<file path="src/rtl/pipeline_ctrl.sv">
// Pipeline hazard/stall controller: load-use interlock, branch flush, data-memory
// freeze with timeout into a sticky error state, plus saturating performance counters.
module pipeline_ctrl #(
    parameter int MEM_TIMEOUT = 15,
    parameter int CNT_W       = 16
) (
    input  logic             clk,
    input  logic             reset,
    input  logic [4:0]       id_rs,
    input  logic [4:0]       id_rt,
    input  logic             id_uses_rt,
    input  logic             ex_mem_read,
    input  logic [4:0]       ex_rt,
    input  logic             branch_taken,
    input  logic             mem_req,
    input  logic             mem_ready,
    output logic             pc_write,
    output logic             if_id_write,
    output logic             id_ex_write,
    output logic             ex_mem_write,
    output logic             if_id_flush,
    output logic             id_ex_flush,
    output logic             mem_wb_bubble,
    output logic             mem_error,
    output logic [1:0]       state,
    output logic [CNT_W-1:0] stall_cycles,
    output logic [CNT_W-1:0] flush_count
);

    typedef enum logic [1:0] {
        ST_RUN      = 2'd0,
        ST_MEM_WAIT = 2'd1,
        ST_ERROR    = 2'd2,
        ST_ILLEGAL  = 2'd3
    } state_t;

    state_t           state_reg;
    logic [7:0]       wait_cnt_reg;
    logic             mem_error_reg;
    logic [CNT_W-1:0] stall_cycles_reg;
    logic [CNT_W-1:0] flush_count_reg;

    logic freeze;
    logic hazard;
    logic active;
    logic do_branch;
    logic stall_inc;

    assign freeze = mem_req && !mem_ready;
    assign hazard = ex_mem_read && (ex_rt != 5'd0) &&
                    ((ex_rt == id_rs) || (id_uses_rt && (ex_rt == id_rt)));
    // Only RUN and MEM_WAIT let the pipeline advance; everything else holds it.
    assign active    = !reset && ((state_reg == ST_RUN) || (state_reg == ST_MEM_WAIT));
    assign do_branch = active && !freeze && branch_taken;
    assign stall_inc = active && !pc_write;

    always_comb begin
        pc_write      = 1'b1;
        if_id_write   = 1'b1;
        id_ex_write   = 1'b1;
        ex_mem_write  = 1'b1;
        if_id_flush   = 1'b0;
        id_ex_flush   = 1'b0;
        mem_wb_bubble = 1'b0;
        if (!active || freeze) begin
            pc_write      = 1'b0;
            if_id_write   = 1'b0;
            id_ex_write   = 1'b0;
            ex_mem_write  = 1'b0;
            mem_wb_bubble = 1'b1;
        end else if (branch_taken) begin
            if_id_flush = 1'b1;
            id_ex_flush = 1'b1;
        end else if (hazard) begin
            pc_write    = 1'b0;
            if_id_write = 1'b0;
            id_ex_flush = 1'b1;
        end
    end

    always_ff @(posedge clk) begin
        if (reset) begin
            state_reg        <= ST_RUN;
            wait_cnt_reg     <= 8'd0;
            mem_error_reg    <= 1'b0;
            stall_cycles_reg <= '0;
            flush_count_reg  <= '0;
        end else begin
            case (state_reg)
                ST_RUN: begin
                    if (freeze) begin
                        state_reg    <= ST_MEM_WAIT;
                        wait_cnt_reg <= 8'd1;
                    end
                end
                ST_MEM_WAIT: begin
                    if (freeze) begin
                        // Comparing with >= keeps wait_cnt from ever wrapping.
                        if (wait_cnt_reg >= 8'(MEM_TIMEOUT)) begin
                            state_reg     <= ST_ERROR;
                            mem_error_reg <= 1'b1;
                        end else begin
                            wait_cnt_reg <= wait_cnt_reg + 8'd1;
                        end
                    end else begin
                        state_reg    <= ST_RUN;
                        wait_cnt_reg <= 8'd0;
                    end
                end
                ST_ERROR: begin
                    state_reg <= ST_ERROR;
                end
                default: begin
                    state_reg    <= ST_RUN;
                    wait_cnt_reg <= 8'd0;
                end
            endcase

            if (stall_inc && (stall_cycles_reg != '1))
                stall_cycles_reg <= stall_cycles_reg + 1'b1;
            if (do_branch && (flush_count_reg != '1))
                flush_count_reg <= flush_count_reg + 1'b1;
        end
    end

    assign mem_error    = mem_error_reg;
    assign state        = state_reg;
    assign stall_cycles = stall_cycles_reg;
    assign flush_count  = flush_count_reg;

endmodule

</file>
<file path="config.mk">
export PLATFORM = sky130hd
export DESIGN_NAME = pipeline_ctrl
export DESIGN_NICKNAME = d
export VERILOG_FILES = /design/src/rtl/pipeline_ctrl.sv
export SDC_FILE = /design/constraint.sdc
export NUM_CORES = 1
export LEC_CHECK = 0
export BUFFER_PORTS_ARGS = -buffer_cell sky130_fd_sc_hd__buf_2
export CAP_MARGIN = 20
export CORE_MARGIN = 4
export CORE_UTILIZATION = 46
export CTS_CLUSTER_SIZE = 24
export DETAILED_ROUTE_END_ITERATION = 12
export PLACE_DENSITY_LB_ADDON = 0.08
export SKIP_LAST_GASP = 1
export SYNTH_ARGS = -nofsm -noshare
export SYNTH_HDL_FRONTEND = slang
export SYNTH_SLANG_ARGS = --single-unit
</file>
<file path="constraint.sdc">
create_clock -name clk -period 2.07 [get_ports clk]
set_input_delay 0.3105 -clock clk [delete_from_list [all_inputs] [get_ports clk]]
set_output_delay 0.3105 -clock clk [all_outputs]
set_load 0.02 [all_outputs]
</file>
# == Word-level counts from Yosys, hierarchy flattened ==
# Cells that the tools add are included.
# totals
output_inout_bits,42
reg_bits,43
wordCells,60
# classes
n_eq_ne,9
add_sub_neg,3
reduce_logical,23
magnitude_cmp,1
bitwise,1
muxes,18
# op_table
operator,count
16-bit by 1-bit adder with 16-bit output (second input constant),2
16-bit != test (second input constant),2
8-bit two-way mux,3
8-bit one-hot mux with 3 select lines,1
5-bit equality test,2
1-bit logical AND,10
1-bit two-way mux,10
8-bit by 1-bit adder with 8-bit output (second input constant),1
8-bit by 4-bit greater-or-equal comparator with 1-bit output (second input constant),1
2-bit two-way mux,3
2-bit one-hot mux with 3 select lines,1
3-bit AND reduction,2
1-bit zero test,5
5-bit nonzero test,1
1-bit logical OR,3
3-bit by 2-bit != test with 1-bit output (second input constant),1
3-bit != test (second input constant),1
2-bit by 1-bit equality test with 1-bit output (second input constant),1
2-bit equality test (second input constant),1
2-bit zero test,1
2-bit != test (second input constant),1
2-bit AND reduction,1
1-bit NOT,1

# == Logic depth before layout (Yosys ltp) ==
# depth
ltp_word,10
depth_mapped,9

# == Worst setup path after synthesis ==
# Ideal clock, no wire load.
# synth_timing
kind,flip-flop to flip-flop
start,register stall_cycles_reg[0] (netlist: stall_cycles[0])
end,register stall_cycles_reg[1] (netlist: stall_cycles[1])
arrival_time_ps,2037
setup_ps,128
period_less_slack_ps,2164
n_path_buf,2
stages_incl_launch_ff,10
path_slack_ps,-94
cell_sequence,dfxtp_1 > ha_1 > nand3_1 > nor2_1 > a41oi_2 > a21oi_4 > buf_6 > buf_12 > mux2i_1 > nor2_1
# synth_via
elab_chain_cells,2
word_cells_on_any_way,3
cone_classes,add/sub (1); eq/ne (1); reduce/logical (1)
# synth_lines
item,line,rtl
"start, declared",40,logic [CNT_W-1:0] stall_cycles_reg;
"start signal, assigned",120,stall_cycles_reg <= stall_cycles_reg + 1'b1;
branches (longest 2 deep; another with 16-bit by 1-bit adder with 16-bit output),n/a,
# Several ways; the timed one is not identified.
# A chain may end at the register's enable or synchronous reset.

# == Final worst setup path ==
# layout_timing
start,input port ex_rt[1]
end,output port if_id_write
# layout_via
elab_chain_cells,7
word_cells_on_any_way,10
cone_classes,eq/ne (2); mux (3); reduce/logical (5)
# layout_lines
item,line,rtl
"start, declared",13,"input logic [4:0] ex_rt,"
5-bit equality test,51,((ex_rt == id_rs) || (id_uses_rt && (ex_rt == id_rt)));
1-bit logical AND,51,
1-bit logical OR,51,
1-bit logical AND *,50,assign hazard = ex_mem_read && (ex_rt != 5'd0) &&
1-bit two-way mux *,74,end else if (hazard) begin
1-bit two-way mux *,71,end else if (branch_taken) begin
1-bit two-way mux *,65,if (!active || freeze) begin
"end, declared",18,"output logic if_id_write,"
# Mark *: on every way between the ends. The rest lies on a longest branch, timed or not.

==> results.md <==
- In this run the core area contains 25 standard-cell rows.
- Global routing finished with a remaining overflow of 0.
- The first routing iteration left 55 violations.
- The net count of the finished layout is 370.
- Data on the critical path is required at its endpoint by 1.76 ns.
- Dividing the detail-routed wire length by the instance count gives 12.59 µm.
- CTS built an H-tree with a depth of 2.
- The detailed-placement wirelength estimate is 3863 µm.
- The post-layout minimum cycle time is 1.934 ns.
- The worst min-delay path startpoint is reset.
- The post-CTS setup repair buffer count is 0.
- The die covers 6001 µm².
- Setup repair after global routing left no endpoint under its margin.
- The wire length of the first global-routing pass is 8901 µm.
- Hold timing on the final database bottoms out at a slack of 0.3724 ns.
- The clock reaches the later pin of the worst-skew pair after 0.29 ns.
- The Yosys step of the flow raised 0 warnings.
- The antenna diode count is 0.
- Setup slack on the worst reg-to-reg path comes out at 0.14 ns.
- After clock tree synthesis, the repair step resized 0 gates.
- The final clock skew is 0.004874 ns.
- The run finished with clean final reports.
- The root buffer cell is sky130_fd_sc_hd__clkbuf_8.
- For this block, the routed nets add up to 5036 µm of wire.
- The average cell area after synthesis is 8.537 µm².
- The final max-slew violation count is 0.
- The CTS tree is yes.
- The clock edge transition at the registers on the reported setup and hold paths is 0.08 ns.
- The via count of the first global-routing pass is 2064.
- The destination of the worst hold path is stall_cycles[12]$_SDFFE_PP0P_.
- IR analysis of the VDD net gives a maximum drop of 0.4425 mV.
- The via density per instance is 5.293.
- In the finished design, the share of the clock period the worst path needs comes to 0.9342.
- The cell area after synthesis is 2220 µm².
- The fill cell instance count of the final layout is 442.
- The final count of hold timing violations was 0.
- The count of unique library cells instantiated by Yosys is 46.
- The power per standard cell area is 578.0 nW/µm².
- The aggregate global-route resource usage is 0.1771.
- The number of buffers created by CTS is 5.
- In this run the standard cell core region covers 4692 µm².
- The hold-fix buffer count after cts is 0.
- The initial utilization of the core area, before any placement, comes to 0.4731.
- Measured on the finished design, the core utilization comes to 0.6152.
- The worst-path maximum fanout is 3.
- The top cell types in the final layout, fill and taps aside, are sky130_fd_sc_hd__buf_2 (63), sky130_fd_sc_hd__dfxtp_1 (41), sky130_fd_sc_hd__nor2_1 (30).
- The launching point of the worst reg2reg path is stall_cycles[9]$_SDFFE_PP0P_.
- The worst pin sits at a relative slew slack of 0.6934.
- The path class of the tightest hold or removal check is input port to flip-flop.
- Synthesis produced a netlist with a net count of 285.
- The worst setup path is captured at an output pin.
- The layout cell share with drive strength beyond 1 is 0.3237.
- Data arrives at the worst endpoint at 1.62 ns.
- The analysis attributes to cell leakage a power of 1.222 nW.
- The maximum clock frequency is 517.1 MHz.
- The critical path startpoint category is an input port.
- After synthesis the netlist holds a flip-flop and latch count of 43.
- The max-capacitance violation count is 0.
- Setup violations remaining at the end of the flow were counted as 0.
- For this run, design rule violations remaining after detail routing come to 0.
- At the pin with the least slew margin, the transition time is 0.4557 ns.
- By startpoint and endpoint, the worst setup path is classified as input port to output pin.
- The chip width is 77.47 µm.
- Compared with the post-synthesis result, the final layout area differs by 30.05%.
- The cell count after synthesis came out at 260.
- The aggregate negative setup slack is 0 ns.
- The number of nets with antenna violations after detailed routing is 0.
- The library cell used most frequently in the layout, excluding fill and tap cells, is sky130_fd_sc_hd__buf_2.
- The sink count of the clock tree is 43.
- Routability-driven placement finished with a final weighted congestion of 0.7908.
- Port buffering added 63 buffers.
- Measured in cells, the most critical reg-to-reg path has a length of 7.
- The die is 77.47 µm tall.
- The number of antenna violations at the first check in global routing was 0.
- Of the synthesized area, sequential elements account for 0.3878.
- The pin count of the biggest net entering global routing is 39.
- The number of vias after detailed routing is 2117.
- The detailed-router iteration count before antenna repair is 4.
- The maximum count of clock buffers along a single path is 2.
- The count of cells along the worst hold path is 3.
- In this run the critical register-to-register path is captured at stall_cycles[7]$_SDFFE_PP0P_.
- During I/O placement, the number of pins put on the boundary was 64.
==> worst max path at each step <==
| stage | from | endpoint |
|---|---|---|
| 2_1_floorplan | stall_cycles[1]$_SDFFE_PP0P_ | stall_cycles[1]$_SDFFE_PP0P_ |
| 3_3_place_gp | reset | stall_cycles[9]$_SDFFE_PP0P_ |
| 6_report | ex_rt[1] | if_id_write |
| 5_1_grt | ex_rt[3] | id_ex_flush |
| 4_1_cts | stall_cycles[0]$_SDFFE_PP0P_ | stall_cycles[9]$_SDFFE_PP0P_ |
| 3_5_place_dp | reset | stall_cycles[9]$_SDFFE_PP0P_ |
==> final cells by class <==
cell class	count	area, µm²	area share
multi-input cells	196	1274	0.4413
inverters	11	41.29	0.01430
clock buffers	5	68.82	0.02384
clock inverters	3	43.79	0.01517
repair buffers	88	528.0	0.1829
well taps	54	67.56	0.02341
flip-flops and latches	43	863.3	0.2991
==> critical path, cell delays in order <==
cell and delay [ns]:
sky130_fd_sc_hd__buf_2 0.13, sky130_fd_sc_hd__or4_4 0.54, sky130_fd_sc_hd__o21ai_1 0.16, sky130_fd_sc_hd__nand2b_1 0.14, sky130_fd_sc_hd__nor2_1 0.04, sky130_fd_sc_hd__nor2_1 0.11, sky130_fd_sc_hd__buf_2 0.18
==> per-layer routing <==
metal / vias up / track usage / part of all wire / routed length (µm)
met5: - / 0 / 0 / 0
met4: 0 / 0.04804 / 0.014 / 70
met3: 7 / 0.04756 / 0.060 / 301
met2: 54 / 0.3005 / 0.44 / 2213
met1: 966 / 0.2207 / 0.49 / 2452
li1: 1090 / - / - / -
==> power breakdown <==
group | leakage [nW] | switching (W) | internal, W
Clock | 0.0581 | 0.000293 | 0.000359
Sequential | 0.348 | 0.00000515 | 0.000833
Combinational | 0.816 | 0.0000967 | 0.0000811
==> cell usage after synthesis (all sizes together) <==
master | instances | area (µm²)
a2111o | 1 | 11.26
a21boi | 1 | 7.510
a21oi | 19 | 113.9
a2bb2oi | 1 | 8.760
a31oi | 4 | 25.02
a41oi | 2 | 25.03
and2 | 1 | 6.260
and3 | 3 | 18.77
and4 | 7 | 61.31
and4bb | 1 | 12.51
buf | 4 | 46.29
clkbuf | 6 | 22.52
dfxtp | 43 | 860.8
ha | 3 | 37.54
inv | 11 | 41.29
mux2 | 2 | 22.52
mux2i | 1 | 10.01
nand2 | 16 | 60.06
nand2b | 4 | 25.02
nand3 | 20 | 100.1
nand4 | 4 | 25.02
nor2 | 31 | 116.4
nor2b | 1 | 6.260
nor3 | 3 | 20.02
nor3b | 5 | 37.54
nor4 | 2 | 12.51
nor4b | 1 | 8.760
o211ai | 1 | 12.51
o21a | 1 | 7.510
o21ai | 12 | 60.06
o22ai | 1 | 6.260
o311ai | 1 | 8.760
o31ai | 3 | 22.52
o41ai | 1 | 8.760
or3 | 10 | 62.56
or4 | 4 | 33.78
xnor2 | 20 | 175.2
xor2 | 9 | 78.83
==> stage by stage <==
step / total power, W / cell area, µm² / setup WS [ns] / instances
after CTS: 0.001692 / 2868 / 0.06142 / 400
after detailed placement: 0.001036 / 2755 / 0.05777 / 392
after global placement: 0.001034 / 2755 / 0.06733 / 392
final: 0.001668 / 2887 / 0.1363 / 400
after global routing: 0.001756 / 2887 / 0.02659 / 400
after floorplan: 0.0009661 / 2228 / 0.02737 / 260
==> cell families after synthesis <==
family	share of synthesized area
mux	0.01466
buf+inv	0.04960
flops	0.3878
simple gates	0.2734
xor+xnor	0.1144
fa+ha+maj	0.01691
compound gates	0.1432
No activity file was read; power rests on OpenSTA's default activity.
